==> src/rtl/cond_flag_unit.sv <==
// cond_flag_unit
// Consumer end of the 8-bit zero-detect reduction. Holds the Z/N/C/V
// condition flags produced by the execute-stage ALU. Resolves conditional
// branches against those flags, and the flag view includes a same-cycle bypass.
// On a taken branch the unit issues a one-cycle redirect and then squashes
// the wrong-path instructions for FLUSH_CYCLES cycles.
// It also keeps a saturating count of taken branches for debug.
module cond_flag_unit #(
    parameter int DATA_W       = 8,
    parameter int FLUSH_CYCLES = 2,
    parameter int CNT_W        = 8
) (
    input  logic              clk,
    input  logic              rst,
    input  logic              stall,
    input  logic              alu_valid,
    input  logic              flag_we,
    input  logic [DATA_W-1:0] alu_result,
    input  logic              alu_carry,
    input  logic              alu_ovf,
    input  logic              br_valid,
    input  logic [2:0]        br_cond,
    input  logic [DATA_W-1:0] br_target,
    output logic [3:0]        flags,
    output logic              br_taken,
    output logic [DATA_W-1:0] pc_redirect,
    output logic              flush,
    output logic [CNT_W-1:0]  taken_cnt
);

    // RUN accepts ALU ops and branches. FLUSH squashes wrong-path work
    // until the down-counter expires.
    typedef enum logic {
        RUN   = 1'b0,
        FLUSH = 1'b1
    } state_t;

    // Condition code encodings as seen on br_cond.
    localparam logic [2:0] COND_AL = 3'b000;
    localparam logic [2:0] COND_EQ = 3'b001;
    localparam logic [2:0] COND_NE = 3'b010;
    localparam logic [2:0] COND_CS = 3'b011;
    localparam logic [2:0] COND_CC = 3'b100;
    localparam logic [2:0] COND_MI = 3'b101;
    localparam logic [2:0] COND_VS = 3'b110;

    // The flush down-counter is two bits wide because FLUSH_CYCLES may be
    // as large as 3. It is loaded with FLUSH_CYCLES-1 so that flush stays
    // high for exactly FLUSH_CYCLES unstalled cycles in total.
    localparam logic [1:0] FLUSH_LOAD = 2'(FLUSH_CYCLES - 1);

    state_t            state_q, state_d;
    logic [1:0]        cnt_q, cnt_d;
    logic [3:0]        flags_d;
    logic              br_taken_d;
    logic [DATA_W-1:0] pc_redirect_d;
    logic              flush_d;
    logic [CNT_W-1:0]  taken_cnt_d;

    logic [3:0]        alu_flags;
    logic              flag_write;
    logic [3:0]        bypass_flags;
    logic              cond_true;
    logic              branch_taken;

    // Derive {Z,N,C,V} from the current ALU result and decide whether this op may write the flags.
    always_comb begin
        alu_flags    = {~|alu_result, alu_result[DATA_W-1], alu_carry, alu_ovf};
        flag_write   = alu_valid & flag_we & ~stall & (state_q == RUN);
        bypass_flags = flag_write ? alu_flags : flags;
    end

    // Evaluate the branch condition against the bypassed flags, because the ALU op is always older than the branch.
    always_comb begin
        cond_true = 1'b0;
        unique case (br_cond)
            COND_AL: cond_true = 1'b1;
            COND_EQ: cond_true = bypass_flags[3];
            COND_NE: cond_true = ~bypass_flags[3];
            COND_CS: cond_true = bypass_flags[1];
            COND_CC: cond_true = ~bypass_flags[1];
            COND_MI: cond_true = bypass_flags[2];
            COND_VS: cond_true = bypass_flags[0];
            default: cond_true = 1'b0;
        endcase
        branch_taken = br_valid & ~stall & (state_q == RUN) & cond_true;
    end

    // Next-state and next-output logic. The default is to hold every register, which also covers stall.
    always_comb begin
        state_d       = state_q;
        cnt_d         = cnt_q;
        flags_d       = flags;
        br_taken_d    = br_taken;
        pc_redirect_d = pc_redirect;
        flush_d       = flush;
        taken_cnt_d   = taken_cnt;

        if (!stall) begin
            unique case (state_q)
                RUN: begin
                    flags_d    = bypass_flags;
                    br_taken_d = 1'b0;
                    flush_d    = 1'b0;
                    if (branch_taken) begin
                        br_taken_d    = 1'b1;
                        pc_redirect_d = br_target;
                        flush_d       = 1'b1;
                        state_d       = FLUSH;
                        cnt_d         = FLUSH_LOAD;
                        if (taken_cnt != {CNT_W{1'b1}}) begin
                            taken_cnt_d = taken_cnt + CNT_W'(1);
                        end
                    end
                end
                FLUSH: begin
                    br_taken_d = 1'b0;
                    if (cnt_q == 2'd0) begin
                        state_d = RUN;
                        flush_d = 1'b0;
                    end else begin
                        cnt_d = cnt_q - 2'd1;
                    end
                end
                default: begin
                    state_d = RUN;
                    flush_d = 1'b0;
                end
            endcase
        end
    end

    // Register all state and outputs. Reset wins over stall and leaves no residual squash.
    always_ff @(posedge clk) begin
        if (rst) begin
            state_q     <= RUN;
            cnt_q       <= 2'd0;
            flags       <= 4'd0;
            br_taken    <= 1'b0;
            pc_redirect <= '0;
            flush       <= 1'b0;
            taken_cnt   <= '0;
        end else begin
            state_q     <= state_d;
            cnt_q       <= cnt_d;
            flags       <= flags_d;
            br_taken    <= br_taken_d;
            pc_redirect <= pc_redirect_d;
            flush       <= flush_d;
            taken_cnt   <= taken_cnt_d;
        end
    end

endmodule

==> config.mk <==
export PLATFORM = sky130hd
export DESIGN_NAME = cond_flag_unit
export DESIGN_NICKNAME = d
export VERILOG_FILES = /design/src/rtl/cond_flag_unit.sv
export SDC_FILE = /design/constraint.sdc
export NUM_CORES = 1
export LEC_CHECK = 0
export ABC_CLOCK_PERIOD_IN_PS = 3650
export CAP_MARGIN = 10
export CORE_MARGIN = 2
export CORE_UTILIZATION = 25
export DETAILED_ROUTE_END_ITERATION = 7
export MAX_ROUTING_LAYER = met4
export PLACE_DENSITY = 0.61
export SYNTH_ARGS = -nofsm -noshare
export SYNTH_HDL_FRONTEND = slang
export SYNTH_SLANG_ARGS = --single-unit
==> constraint.sdc <==
create_clock -name clk -period 3.65 [get_ports clk]
set_clock_uncertainty 0.2 [all_clocks]
set_input_delay 0.9125 -clock clk [delete_from_list [all_inputs] [get_ports clk]]
set_output_delay 0.9125 -clock clk [all_outputs]
set_load 0.03 [all_outputs]
# ---- Word-level counts from Yosys, hierarchy flattened
# Cells that the tools add are included.
dict set report word_totals {
  input_bits 27
  register_bits 25
  elab_cells 49
  out_inout_bits 22
}
dict set report op_classes {
  add_sub_neg 2
  muxes 11
  n_reduce_logical 9
  n_bitwise 10
  n_eq_ne 10
}
# op count
set op_table {}
lappend op_table {{$eq 3x3->1 const B} 3}
lappend op_table {{$add 8x1->8 const B} 1}
lappend op_table {{$ne 8x8->1 const B} 1}
lappend op_table {{$reduce_or 8->1} 1}
lappend op_table {{$pmux 1 s7} 1}
lappend op_table {{$and 1x1->1} 6}
lappend op_table {{$eq 3x2->1 const B} 2}
lappend op_table {{$pmux 1 s2} 3}
lappend op_table {{$reduce_and 3->1} 2}
lappend op_table {{$mux 2} 2}
lappend op_table {{$mux 4} 1}
lappend op_table {{$ne 2x2->1 const B} 2}
lappend op_table {{$not 1->1} 4}
lappend op_table {{$pmux 2 s2} 1}
lappend op_table {{$reduce_and 2->1} 2}
lappend op_table {{$reduce_and 4->1} 1}
lappend op_table {{$eq 3x1->1 const B} 1}
lappend op_table {{$logic_not 3->1} 1}
lappend op_table {{$mux 1} 3}
lappend op_table {{$logic_not 2->1} 1}
lappend op_table {{$ne 2x1->1 const B} 1}
lappend op_table {{$sub 2x1->2 const B} 1}
lappend op_table {{$logic_not 1->1} 1}

# ---- Longest topological paths before layout
dict set report depth {
  ltp_word 9
  mapped_depth 9
  mapped_depth_nobuf 7
}

# ---- Worst setup path before layout
# OpenSTA, ideal clock, no wires.
dict set report synth_timing {
  kind {input-to-reg}
  start {input stall}
  end {register pc_redirect[0]}
  setup_time_ns 0.128
  setup_slack_ns 0.402
  required_ns 3.322
  t_arrival_ns 2.920
  n_path_buf 3
  stages 9
  path_cell_list {buf_6 > nor4bb_4 > buf_6 > mux2i_1 > mux2_4 > o41ai_4 > buf_6 > mux2i_1 > nor2_1}
}
dict set report synth_via {
  elab_chain_cells 8
  elab_cells_between_ends 11
  cone_classes {mux (2); bitwise (8); reduce/logical (1)}
}
# element line
set synth_lines {}
lappend synth_lines {{start, declared} 15} ;# input logic stall,
lappend synth_lines {{$not 1->1 (no line) *} -}
lappend synth_lines {{$and 1x1->1 (2 in series)} 69} ;# flag_write = alu_valid & flag_we & ~stall & (state_q == RUN);
lappend synth_lines {{$mux 4} 70} ;# bypass_flags = flag_write ? alu_flags : flags;
lappend synth_lines {{$not 1->1 (on tied branches)} {81, 79}}
lappend synth_lines {{$pmux 1 s7} 76} ;# unique case (br_cond)
lappend synth_lines {{$and 1x1->1} 86} ;# branch_taken = br_valid & ~stall & (state_q == RUN) & cond_true;
lappend synth_lines {{$reduce_and 3->1 (no line) *} -}
lappend synth_lines {{end signal, assigned} 148} ;# pc_redirect <= pc_redirect_d;
lappend synth_lines {{end, declared} 26} ;# output logic [DATA_W-1:0] pc_redirect,
# Every way passes the cells marked *; elsewhere a longest branch is shown, timed or not.
# A chain may end at the register's enable or synchronous reset.

# ---- Worst setup path after layout
dict set report layout_timing {
  start {input stall}
  end {register taken_cnt[4]}
}
dict set report layout_via {
  elab_chain_cells 8
  elab_cells_between_ends 11
  cone_classes {mux (2); bitwise (8); reduce/logical (1)}
}
# element line
set layout_lines {}
lappend layout_lines {{$not 1->1 (no line) *} -}
lappend layout_lines {{$and 1x1->1 (2 in series)} 69}
lappend layout_lines {{$mux 4} 70}
lappend layout_lines {{$not 1->1 (on tied branches)} {81, 79}}
lappend layout_lines {{$pmux 1 s7} 76}
lappend layout_lines {{$and 1x1->1} 86}
lappend layout_lines {{$reduce_and 4->1 (no line) *} -}
lappend layout_lines {{end signal, assigned} 150} ;# taken_cnt <= taken_cnt_d;
lappend layout_lines {{end, declared} 28} ;# output logic [CNT_W-1:0] taken_cnt
# Marked as above.

==> key figures <==
Status
  • Outcome: complete, no violations

Critical path
  • Kind of capture point of the worst setup path: register
  • Highest net fanout along the worst path: 6
  • Kind of start point of the critical path: input pin
  • Req. time, crit path: ~3.6 ns
  • Worst Path Class, Setup: in2reg
  • Arr. time, crit path: roughly 3.4 ns

Placement
  • Placed Cells: roughly 260
  • RePlAce Congestion: around 0.74
  • PortBufs: 48
  • Placed Area: between 0.0015 and 0.002 mm²
  • HPWL Detailed: approximately 2400 µm

GRT
  • Number of global-route vias before repair: about 1.1k
  • Number of antenna violations at the first check in global routing: 0
  • Gr usage total: roughly 11%
  • Global route total overflow: 0
  • Pin count of the biggest net entering global routing: 17
  • Global-route wire length before repair: about 5200 µm

Logic synthesis
  • Flip-flop and latch count after synthesis: 25
  • Post-synth top area cell: dfxtp_1
  • Area of the mapped netlist: 0.00131 mm²
  • Number of synthesis warnings: 0
  • Most area-consuming cells after synthesis: dfxtp_1, mux2i_1, nor2_1, o41ai_4, a21oi_1
  • Number of nets in the synthesized netlist: 169
  • Mapped Avg Cell Area: 9.34 µm²
  • Portion of the post-synthesis area used by sequential elements: around two fifths
  • Share of the synthesized area in the top cell type: between 30% and 40%
  • Syn Inst Count: 140
  • Cell variety after synth: 33

Routing
  • Remaining routing DRC violations: 0
  • Starting DRC count in detailed routing: 31
  • Routed wirelength normalized by instance count: between 10 and 15 µm
  • WL met3: around 76 µm
  • Post-route met1 wirelength: 1350 µm
  • Detailed Route WL: ~3000 µm
  • Post-detailed-route count of antenna-violating nets: 0
  • Via count: roughly 1.1k
  • Detailed-router iteration count before antenna repair: 3
  • Uppermost routed layer: met4
  • Routed wire length on met2: roughly 1500 µm
  • Detail-routed via count per cell: 4.27

Power and ir drop
  • Power density of the placed cells: 289 mW/mm²
  • Worst-case vdd ir drop: approximately 140 µV
  • Overall power consumption: 569 µW
  • Leakage: between 0.0007 and 0.0008 µW

Clock tree
  • CTS clock-pin slew for the worst setup and hold paths: ~0.09 ns
  • Post CTS Setup Buffer Count: 0
  • Number of instances resized during post-cts repair: 0
  • Clock tree from TritonCTS: built
  • Clk Latency, worst-skew pair: roughly 0.27 ns
  • Cell at the root of the clock tree: clkbuf_8
  • Clock buffers created by TritonCTS: 3
  • Number of H-tree levels: 1
  • Clk sink count: 25
  • Clock Path Buffers: 2
  • Number of buffers inserted by hold repair at cts: 0

Floorplanning
  • DIE AREA: just under 0.006 mm²
  • Core box area: ~0.0051 mm²
  • Die outline height: 76.3 µm
  • Boundary Pins: just under 50
  • Die width: approximately 76 µm
  • Row Count: 26
  • Starting density of the core: 25.8%

Timing
  • Share of the cycle needed by the critical path after routing: 92.9%
  • Highest Clock Rate: a little under 0.3 GHz
  • Number of failing setup endpoints in the final timing report: 0
  • Final Hold Fails: 0
  • Final min period: ~3.4 ns
  • Headroom to the max-slew limit: 62.7%
  • Final slew viol count: 0
  • Setup tns final: 0 ns
  • Worst hold slack: roughly 0.28 ns
  • Slew at the pin closest to its max-slew limit: between 0.5 and 0.6 ns
  • RSZ-0062 raised after global routing: false

Layout
  • Area growth, synth to finish: 50.4%
  • Final nets: approximately 230
  • Ratio of cells with drive above 1 in the final layout: 12.2%
  • Finished Cell Area: 0.00197 mm²
  • Ant. Diodes: 0
  • Layout filler cell count: a little over 500
  • Post-Layout Cell Count: ~270

Worst hold path
  • Worst min path class: reg2reg

Flow run
  • Max-cap violations: 0
state kept, by name (all words and copies together), names as in the netlist:
signal,cells
flags,4
taken_cnt,8
flush,1
br_taken,1
state_q,1
pc_redirect,8
cnt_q,2
per-layer routing:
metal / vias to the layer above / track usage (%)
met5: - / -
met4: 0 / 2.73
met3: 2 / 2.25
met2: 15 / 18.8
met1: 520 / 13.4
li1: 604 / -
worst max-delay path, cell delays in order:
cell	delay [ns]
clkdlybuf4s50_1	0.45
nor4bb_4	0.40
buf_4	0.22
mux2i_1	0.11
nor3_2	0.34
o41ai_4	0.15
buf_4	0.17
or4_1	0.46
a21oi_1	0.17
synth_stat cells:
| master | number |
|---|---|
| dfxtp_1 | 25 |
| nor2_1 | 20 |
| mux2i_1 | 12 |
| nand2_1 | 12 |
| a21oi_1 | 9 |
| inv_1 | 8 |
| nand3_1 | 6 |
| nor2b_1 | 5 |
| mux2_1 | 4 |
| nor3_1 | 4 |
| nor4_1 | 4 |
| buf_6 | 3 |
| and3b_1 | 2 |
| clkbuf_1 | 2 |
| ha_1 | 2 |
| mux2_4 | 2 |
| o21ai_0 | 2 |
| o41ai_4 | 2 |
| or4_1 | 2 |
| a2111oi_4 | 1 |
| a221oi_1 | 1 |
| a31oi_1 | 1 |
| and2b_2 | 1 |
| and3_1 | 1 |
| and3_2 | 1 |
| buf_4 | 1 |
| nor2_2 | 1 |
| nor3_2 | 1 |
| nor4bb_4 | 1 |
| o211a_1 | 1 |
| o21a_1 | 1 |
| o21bai_1 | 1 |
| o31ai_1 | 1 |
worst paths after layout:
check / start / to / slack, ns / cells past startpoint
worst max-delay path: stall / taken_cnt[4] / 0.26 / 9
worst min-delay path: br_taken / br_taken / 0.28 / 2
worst max register to register: state_q / taken_cnt[4] / 0.98 / 8
worst min register to register: br_taken / br_taken / 0.28 / 2
layout make-up:
cell class	instances	area (µm²)	share of cell area, %
clock buffers	4	45.0	2.29
inverters	8	30.0	1.53
repair buffers	59	576	29.3
multi-input cells	101	728	37.0
well taps	70	87.6	4.45
flip-flops and latches	25	500	25.4
report_power, final:
part	internal (µW)	switching (µW)	leakage, µW
combinational	65.2	52.7	0.000567
sequential	281	5.57	0.000203
clock	78.0	86.8	0.0000228
total	424	145	0.000792
layout by cell type, fill, tap and decap left out, types with 2 or more instances in the layout:
| cell | n |
|---|---|
| nor2_1 | 20 |
| a21oi_1 | 9 |
| o41ai_4 | 2 |
| nand3_1 | 6 |
| nor3_1 | 4 |
| mux2i_1 | 12 |
| mux2_4 | 2 |
| mux2_1 | 4 |
| or4_1 | 2 |
| o21ai_0 | 2 |
| clkdlybuf4s50_1 | 48 |
| nand2_1 | 12 |
| clkbuf_8 | 3 |
| and3b_1 | 2 |
| nor4_1 | 4 |
| dfxtp_1 | 25 |
| ha_1 | 2 |
| inv_1 | 8 |
| buf_4 | 10 |
| nor2b_1 | 5 |
stage by stage:
stage / worst slack, ns / utilization, %
global route: 0.106 / 38.8
finish: 0.258 / 38.8
CTS: 0.245 / 38.8
floorplan: 0.402 / -
detailed placement: -0.0420 / 37.9
global placement: -0.0141 / 37.9
logic make-up after synthesis:
kind of cell	synth area share, %
fa+ha+maj	1.91
buf+inv	6.03
mux	14.9
compound gates	14.2
flops	38.3
simple gates	24.7
(Power assumes the default switching activity.)
